$ cat config.mk
export PLATFORM = sky130hd
export DESIGN_NAME = minn_sync_controller
export DESIGN_NICKNAME = d
export VERILOG_FILES = /design/src/rtl/minn_pkg.sv /design/src/rtl/minn_threshold_cmp.sv /design/src/rtl/minn_sync_controller.sv
export SDC_FILE = /design/constraint.sdc
export NUM_CORES = 1
export LEC_CHECK = 0
export BUFFER_PORTS_ARGS = -buffer_cell sky130_fd_sc_hd__buf_2
export CORE_MARGIN = 4
export CORE_UTILIZATION = 52
export DETAILED_ROUTE_END_ITERATION = 7
export PLACE_DENSITY = 0.71
export SYNTH_ARGS = -nofsm -noshare
export SYNTH_HDL_FRONTEND = slang
export SYNTH_SLANG_ARGS = --single-unit
$ cat constraint.sdc
create_clock -name clk -period 14 [get_ports clk]
set_input_delay 2.1 -clock clk [delete_from_list [all_inputs] [get_ports clk]]
set_output_delay 2.1 -clock clk [all_outputs]
set_load 0.01 [all_outputs]
$ cat src/rtl/minn_pkg.sv
// Shared types, default widths and sizing helpers for the Minn timing-sync controller.
package minn_pkg;

  typedef enum logic [2:0] {
    ST_IDLE,
    ST_FLUSH,
    ST_WARMUP,
    ST_SEARCH,
    ST_TRACK,
    ST_HOLDOFF
  } sync_state_t;

  localparam int MINN_METRIC_WIDTH = 24;
  localparam int MINN_ENERGY_WIDTH = 24;
  localparam int MINN_THRESH_WIDTH = 8;
  localparam int MINN_THRESH_FRAC  = 8;

  // Scaled-metric and scaled-energy product widths; the compare runs at the larger.
  localparam int MINN_LHS_WIDTH  = MINN_METRIC_WIDTH + MINN_THRESH_FRAC;
  localparam int MINN_RHS_WIDTH  = MINN_ENERGY_WIDTH + MINN_THRESH_WIDTH;
  localparam int MINN_PROD_WIDTH = (MINN_LHS_WIDTH > MINN_RHS_WIDTH) ? MINN_LHS_WIDTH : MINN_RHS_WIDTH;

  function automatic int prod_width(input int mw, input int ew, input int tw, input int tf);
    return ((mw + tf) > (ew + tw)) ? (mw + tf) : (ew + tw);
  endfunction

  // Bits needed to hold a count from 0 up to n inclusive.
  function automatic int cnt_width(input int n);
    return (n < 1) ? 1 : $clog2(n + 1);
  endfunction

endpackage

$ cat src/rtl/minn_threshold_cmp.sv
// Full-precision strict compare: metric * 2^THRESH_FRAC > energy * thresh.
module minn_threshold_cmp
  import minn_pkg::*;
#(
  parameter int METRIC_WIDTH = MINN_METRIC_WIDTH,
  parameter int ENERGY_WIDTH = MINN_ENERGY_WIDTH,
  parameter int THRESH_WIDTH = MINN_THRESH_WIDTH,
  parameter int THRESH_FRAC  = MINN_THRESH_FRAC,
  parameter int PROD_WIDTH   = MINN_PROD_WIDTH
) (
  input  logic [METRIC_WIDTH-1:0] metric,
  input  logic [ENERGY_WIDTH-1:0] energy,
  input  logic [THRESH_WIDTH-1:0] thresh,
  output logic                    pass
);

  logic [PROD_WIDTH-1:0] lhs;
  logic [PROD_WIDTH-1:0] rhs;

  // NOTE: every combinational output gets a default first so no latch is inferred.
  always_comb begin
    lhs = '0;
    lhs[METRIC_WIDTH+THRESH_FRAC-1:THRESH_FRAC] = metric;
    rhs  = PROD_WIDTH'(energy) * PROD_WIDTH'(thresh);
    pass = lhs > rhs;
  end

endmodule

$ cat src/rtl/minn_sync_controller.sv
// Minn timing-sync control FSM: flush/warm-up of the running sums, threshold search,
// peak tracking over a confirmation window, detect strobe and optional hold-off re-arm.
module minn_sync_controller
  import minn_pkg::*;
#(
  parameter int METRIC_WIDTH = MINN_METRIC_WIDTH,
  parameter int ENERGY_WIDTH = MINN_ENERGY_WIDTH,
  parameter int THRESH_WIDTH = MINN_THRESH_WIDTH,
  parameter int THRESH_FRAC  = MINN_THRESH_FRAC,
  parameter int IDX_WIDTH    = 16,
  parameter int PEAK_WINDOW  = 16,
  parameter int HOLDOFF      = 64,
  parameter int TIMEOUT      = 4096
) (
  input  logic                    clk,
  input  logic                    rst,
  input  logic                    arm,
  input  logic                    abort,
  input  logic                    cfg_continuous,
  input  logic [THRESH_WIDTH-1:0] cfg_thresh,
  input  logic                    sums_valid,
  input  logic                    in_valid,
  input  logic [METRIC_WIDTH-1:0] metric_in,
  input  logic [ENERGY_WIDTH-1:0] energy_in,
  output logic                    sum_clear,
  output logic                    busy,
  output logic                    detect,
  output logic [IDX_WIDTH-1:0]    peak_idx,
  output logic [METRIC_WIDTH-1:0] peak_metric,
  output logic                    timeout
);

  localparam int PROD_WIDTH = prod_width(METRIC_WIDTH, ENERGY_WIDTH, THRESH_WIDTH, THRESH_FRAC);
  localparam int GAP_W      = cnt_width(PEAK_WINDOW);
  localparam int TCNT_W     = cnt_width(TIMEOUT);
  localparam int HCNT_W     = cnt_width(HOLDOFF);

  sync_state_t             state;
  logic [IDX_WIDTH-1:0]    idx;
  logic [IDX_WIDTH-1:0]    samp_idx;
  logic [IDX_WIDTH-1:0]    cand_idx;
  logic [METRIC_WIDTH-1:0] cand_metric;
  logic [GAP_W-1:0]        gap;
  logic [GAP_W-1:0]        gap_inc;
  logic [TCNT_W-1:0]       tcnt;
  logic [TCNT_W-1:0]       tcnt_inc;
  logic [HCNT_W-1:0]       hcnt;
  logic [HCNT_W-1:0]       hcnt_inc;
  logic                    pass;
  logic                    search_sample;

  minn_threshold_cmp #(
    .METRIC_WIDTH (METRIC_WIDTH),
    .ENERGY_WIDTH (ENERGY_WIDTH),
    .THRESH_WIDTH (THRESH_WIDTH),
    .THRESH_FRAC  (THRESH_FRAC),
    .PROD_WIDTH   (PROD_WIDTH)
  ) u_cmp (
    .metric (metric_in),
    .energy (energy_in),
    .thresh (cfg_thresh),
    .pass   (pass)
  );

  // The first full sample in WARMUP is index 0 and opens a fresh timeout count.
  always_comb begin
    samp_idx      = (state == ST_WARMUP) ? '0 : idx;
    tcnt_inc      = (state == ST_WARMUP) ? TCNT_W'(1) : tcnt + 1'b1;
    gap_inc       = gap + 1'b1;
    hcnt_inc      = hcnt + 1'b1;
    search_sample = in_valid & ((state == ST_SEARCH) | ((state == ST_WARMUP) & sums_valid));
  end

  // NOTE: sequential state uses non-blocking assignments only, so every read sees the pre-edge value.
  always_ff @(posedge clk) begin
    if (rst) begin
      state       <= ST_IDLE;
      idx         <= '0;
      cand_idx    <= '0;
      cand_metric <= '0;
      gap         <= '0;
      tcnt        <= '0;
      hcnt        <= '0;
      sum_clear   <= 1'b0;
      busy        <= 1'b0;
      detect      <= 1'b0;
      timeout     <= 1'b0;
      peak_idx    <= '0;
      peak_metric <= '0;
    end else begin
      sum_clear <= 1'b0;
      detect    <= 1'b0;
      timeout   <= 1'b0;
      if (abort) begin
        state <= ST_IDLE;
        busy  <= 1'b0;
      end else begin
        case (state)
          ST_IDLE: begin
            if (arm) begin
              state     <= ST_FLUSH;
              sum_clear <= 1'b1;
              busy      <= 1'b1;
            end
          end
          ST_FLUSH: state <= ST_WARMUP;
          ST_WARMUP, ST_SEARCH: begin
            if (search_sample) begin
              idx <= samp_idx + 1'b1;
              if (pass) begin
                cand_idx    <= samp_idx;
                cand_metric <= metric_in;
                gap         <= '0;
                state       <= ST_TRACK;
              end else begin
                tcnt <= tcnt_inc;
                if (TIMEOUT != 0 && tcnt_inc == TCNT_W'(TIMEOUT)) begin
                  timeout <= 1'b1;
                  state   <= ST_IDLE;
                  busy    <= 1'b0;
                end else begin
                  state <= ST_SEARCH;
                end
              end
            end
          end
          ST_TRACK: begin
            if (in_valid) begin
              idx <= idx + 1'b1;
              if (metric_in > cand_metric) begin
                cand_idx    <= idx;
                cand_metric <= metric_in;
                gap         <= '0;
              end else begin
                gap <= gap_inc;
                if (gap_inc == GAP_W'(PEAK_WINDOW)) begin
                  detect      <= 1'b1;
                  peak_idx    <= cand_idx;
                  peak_metric <= cand_metric;
                  if (!cfg_continuous) begin
                    state <= ST_IDLE;
                    busy  <= 1'b0;
                  end else if (HOLDOFF == 0) begin
                    state <= ST_SEARCH;
                    tcnt  <= '0;
                  end else begin
                    state <= ST_HOLDOFF;
                    hcnt  <= '0;
                  end
                end
              end
            end
          end
          ST_HOLDOFF: begin
            if (in_valid) begin
              idx  <= idx + 1'b1;
              hcnt <= hcnt_inc;
              if (hcnt_inc == HCNT_W'(HOLDOFF)) begin
                state <= ST_SEARCH;
                tcnt  <= '0;
              end
            end
          end
          default: begin
            state <= ST_IDLE;
            busy  <= 1'b0;
          end
        endcase
      end
    end
  end

endmodule
# Yosys cells after proc, flatten, opt, wreduce, memory -nomap -nowiden
# Cells that the tools add are included.
# classes
n_addsub	5
mul	1
magnitude_cmp	2
eq_ne	22
n_mux	54
n_bitwise	11
n_reduce_logical	20
# op_table
operator	count
two-way mux 16 bit	7
two-way mux 24 bit	4
two-way mux 13 bit	5
one-hot mux 16 bit (2 select lines)	2
one-hot mux 24 bit (2 select lines)	1
two-way mux 7 bit	5
adder 16 x 1 -> 16 bit, second input constant	2
greater-than comparator 32 bit	1
multiplier 24 x 8 -> 32 bit	1
two-way mux 3 bit	9
!= test 2 bit, second input constant	13
one-hot mux 13 bit (2 select lines)	1
greater-than comparator 24 bit	1
two-way mux 5 bit	4
one-hot mux 3 bit (5 select lines)	1
one-hot mux 7 bit (2 select lines)	1
AND reduction 7 bit	2
adder 13 x 1 -> 13 bit, second input constant	1
== test 13 bit, second input constant	1
AND reduction 6 bit	2
two-way mux 1 bit	11
one-hot mux 5 bit (2 select lines)	1
AND reduction 5 bit	2
OR reduction 5 bit	2
other kinds (19)	35
# word_totals
regBits	128
input_bits	63
word_cells	128

# Depth between registers and ports, before layout
# depth
word_depth	7
depth_mapped	31
ltp_nobuf	29

# Hierarchy
# A second synthesis with hierarchy kept.
# hier_totals
cells_unflattened	1581
area_unflattened_um2	13133.8
# modules_own_cells
mod	n_inst	cells_each	area_each_um2	seq_area_each_um2
minn_threshold_cmp	1	826	6982.9	0.0
minn_sync_controller	1	755	6150.9	2562.5

# Least setup slack after synthesis
# OpenSTA, ideal clock, no wires.
# synth_path
path_kind	input port to flip-flop
startpoint	input port cfg_thresh[7]
endpoint	register cand_metric[0]
setup_ns	0.128
t_arrival_ns	8.412
slack_ns	5.461
path_stages	31
n_path_buf	3
path_cell_list	clkbuf_1 nand2_1 fa_1 fa_1 inv_1 fa_1 inv_1 fa_1 inv_1 ha_1 buf_2 o21ai_0 a21oi_1 o221ai_1 a2111o_1 a31oi_2 a2111oi_0 o21bai_1 a21oi_1 xnor2_1 ha_1 nand4_1 nor2_1 o2111ai_1 o221ai_2 o21ai_4 o22ai_2 a21boi_4 buf_6 mux2i_1 nor2_1
# synth_via
elab_chain_cells	4
# synth_rtl
element	line	source
from (decl)	minn_sync_controller.sv:20	input logic [THRESH_WIDTH-1:0] cfg_thresh,
multiplier 24 x 8 -> 32 bit	minn_threshold_cmp.sv:24	rhs = PROD_WIDTH'(energy) * PROD_WIDTH'(thresh);
greater-than comparator 32 bit	minn_threshold_cmp.sv:25	pass = lhs > rhs;
!= test 2 bit (no line)	--	
AND reduction 6 bit (no line)	--	
to (signal assigned)	minn_sync_controller.sv:112	cand_metric <= metric_in;
to (signal assigned)	minn_sync_controller.sv:132	cand_metric <= metric_in;
to (decl)	minn_sync_controller.sv:42	logic [METRIC_WIDTH-1:0] cand_metric;
# No other way between the ends.
# A chain may end at the register's enable or synchronous reset.

# Worst setup path in the final report
# layout_path
startpoint	input port cfg_thresh[4]
endpoint	register cand_metric[22]
# Same word-level chain as after synthesis.

==> reports/metrics.csv <==
metric,value,unit
clock_power_share,19.6,%
vias,10300,
fin_setup_tns,0,ps
finalHoldViolCount,0,
nets,1842,
yosysWarnings,0,
cts.clk_slew.worst_paths,70,ps
total_length_of_routed_wires,28900,um
ctsLongestPathBuffers,2,
netlist-cell-type-count,65,
number_of_enable_type_register_cells_in_the_synthesized_netlist,0,
avgRoutedWirePerCell,15.4,um
top_flip_flop_cell_by_instance_count_after_synthesis,sky130_fd_sc_hd__dfxtp_1,
layout_commonest_cell,sky130_fd_sc_hd__inv_1,
power.ir.vdd_worst,0.000103,V
initial_utilization,53.4,%
die_area,27000,um^2
ctsHoldBuffers,0,
pin_count,107,
worst_path_most_repeated_cell,sky130_fd_sc_hd__fa_1,
cp.arrival,9960,ps
netlist.area_leader.share,20.8,%
firstDrtPassIters,5,
run_status,completed,
clock-skew-final,19.6,ps
synth_seq_area_share,20.2,%
port_buffers,106,
post_synth_instance_area,12700,um^2
grt.total_usage,22.3,%
power.internal,0.00120,W
grt_setup_unrepaired,false,
path_class,in2reg,
dieHeight,164,um
max_freq,0.103,GHz
swShare,45.1,%
number_of_drc_markers_after_the_initial_detailed_route_iteration,637,
layout-drive-gt1-share,10.2,%
antenna_found_initial,1,
seqPwrFrac,16.9,%
power.static_leakage,6.57,nW
syn_inst,1465,
insertion_delay_of_the_later_clocked_pin_in_the_worst_skew_pair,420,ps
number_of_global_route_vias_before_repair,10300,
timing.critical_path.fanout_max,30,
cts-root-buf,sky130_fd_sc_hd__clkbuf_16,
ctsHtreeMaxLevel,4,
max_cap_violations,0,
grt_pass1_wl,49800,um
highest_count_cells_in_the_layout_ignoring_fill_and_taps,"sky130_fd_sc_hd__inv_1, sky130_fd_sc_hd__and2_1, sky130_fd_sc_hd__fa_1",
min_path_type,reg2reg,
die_width,164,um
globalRoute.totalOverflow,0,
p_per_area,157,nW/um^2
total_power,0.00219,W
hpwlAfterDp,22400,um
async_flop_share,0,%
synth_top_cell_by_area,sky130_fd_sc_hd__fa_1,
critical_path.startpoint_type,input port,
postSynthAreaPerCell,8.66,um^2
critical-path-max-stage-delay,650,ps
area_delta_synth_final,10.3,%
synth-seq-cells,128,
tightest_slew,1040,ps
core_area,23800,um^2
finalSetupViolations,0,
critical-path-slowest-cell,sky130_fd_sc_hd__a21boi_4,
routability_congestion_estimate,0.891,
power.share.combinational,63.4,%
postCtsResizedCells,0,
synth.net_count,1764,
fin_crit,9690,ps
slew_violations,0,
slew-limit-headroom,30.9,%
via_per_inst,5.48,
crit_path_end_kind,flop,
ys_top_cells_by_area,"sky130_fd_sc_hd__fa_1, sky130_fd_sc_hd__dfxtp_1, sky130_fd_sc_hd__ha_1, sky130_fd_sc_hd__and2_1, sky130_fd_sc_hd__inv_1",
maximum_number_of_pins_on_one_net_before_global_route_repair,105,
clock_sinks,128,
reg2reg_slack,10750,ps
remaining_drc_errors,0,
postCtsSetupRepairBufs,0,
std_cell_rows,56,
ant_nets,0,
total_cts_buffers,17,
netSwitchingPower,0.000988,W
cts_tree,yes,
final.period_utilization,69.2,%
critPathRequiredTime,14270,ps
## worst max-delay path: cells and delay by family
kind / cells / cell delay (ps)
multiplexers: 1 / 250
AO/OA/AOI/OAI: 13 / 3010
buffers and inverters: 5 / 1050
adder cells (fa/ha/maj): 6 / 2800
XOR/XNOR: 1 / 130
AND/OR/NAND/NOR: 4 / 600
## area by class of cell
type                            count  area [um^2]
Sequential cell                   128         2560
Antenna cell                        1         2.50
Timing Repair Buffer              111          571
Inverter                          197          739
Tap cell                          319          399
Clock buffer                       18          439
Clock inverter                     14          133
Fill cell                        2147         9770
Multi-Input combinational cell   1088         9140
## per-stage QoR
stage / util (%) / instances / hold WS (ps) / area, um^2 / worst slack, ps
final: 58.9 / 1876 / 474 / 14000 / 4310
after global routing: 58.9 / 1876 / 497 / 14000 / 3710
after CTS: 58.9 / 1875 / 474 / 14000 / 4400
after detailed placement: 56.5 / 1843 / 462 / 13400 / 3990
after global placement: 56.5 / 1843 / 461 / 13400 / 4180
after floorplan: - / 1465 / 444 / 12700 / 5460
## final timing paths
| path | from | to | depth (start not counted) |
|---|---|---|---|
| worst min register to register | cand_idx[12]$_SDFFE_PP0P_ | cand_idx[12]$_SDFFE_PP0P_ | 2 |
| worst min-delay path | cand_idx[12]$_SDFFE_PP0P_ | cand_idx[12]$_SDFFE_PP0P_ | 2 |
| worst max register to register | cand_metric[17]$_SDFFE_PP0P_ | cand_metric[22]$_SDFFE_PP0P_ | 12 |
| worst max-delay path | cfg_thresh[4] | cand_metric[22]$_SDFFE_PP0P_ | 30 |
## power by group through the flow
stage	Combinational [W]	Clock (W)	Sequential, W
CTS	0.00139	0.000436	0.000371
finish	0.00139	0.000430	0.000371
detailed placement	0.00138	0	0.000379
global placement	0.00135	0	0.000379
global route	0.00159	0.000456	0.000371
floorplan	0.00107	0	0.000377
## state kept, by name, summed over array words and instances, names as in the netlist
signal and cells:
sum_clear 1, peak_idx 16, timeout 1, detect 1
cand_metric 24, busy 1, hcnt 7, idx 16
cand_idx 16, gap 5, state 3, tcnt 13
peak_metric 24
## routing by layer
metal | GRT usage [%] | part of all wire (%) | up-vias
li1 | - | - | 4996
met1 | 31.9 | 48 | 5023
met2 | 35.7 | 46 | 227
met3 | 3.31 | 4.2 | 35
met4 | 5.45 | 1.6 | 0
met5 | 0 | 0 | -
## logic make-up (layout without fill, tap and decap cells)
| family | Yosys count | after routing | share of synthesized area, % |
|---|---|---|---|
| AND/OR/NAND/NOR | 523 | 523 | 21.4 |
| buffers and inverters | 249 | 340 | 7.72 |
| adder cells (fa/ha/maj) | 236 | 236 | 31.1 |
| AO/OA/AOI/OAI | 220 | 220 | 11.4 |
| flip-flops | 128 | 128 | 20.2 |
| multiplexers | 72 | 72 | 5.69 |
| XOR/XNOR | 37 | 37 | 2.56 |
| other | 0 | 1 | 0 |
## synth_stat cells (17+ instances only)
library cell / instances
sky130_fd_sc_hd__mux2i_1: 71
sky130_fd_sc_hd__xnor2_1: 20
sky130_fd_sc_hd__and2_1: 152
sky130_fd_sc_hd__dfxtp_1: 128
sky130_fd_sc_hd__inv_1: 197
sky130_fd_sc_hd__xor2_1: 17
sky130_fd_sc_hd__clkbuf_1: 38
sky130_fd_sc_hd__nor2_1: 118
sky130_fd_sc_hd__nand3_1: 40
sky130_fd_sc_hd__a21o_1: 24
sky130_fd_sc_hd__o21ai_0: 35
sky130_fd_sc_hd__ha_1: 104
sky130_fd_sc_hd__a21oi_1: 80
sky130_fd_sc_hd__fa_1: 132
sky130_fd_sc_hd__nand4_1: 18
sky130_fd_sc_hd__nand2_1: 93
sky130_fd_sc_hd__nand2b_1: 25
(Power assumes the default switching activity.)
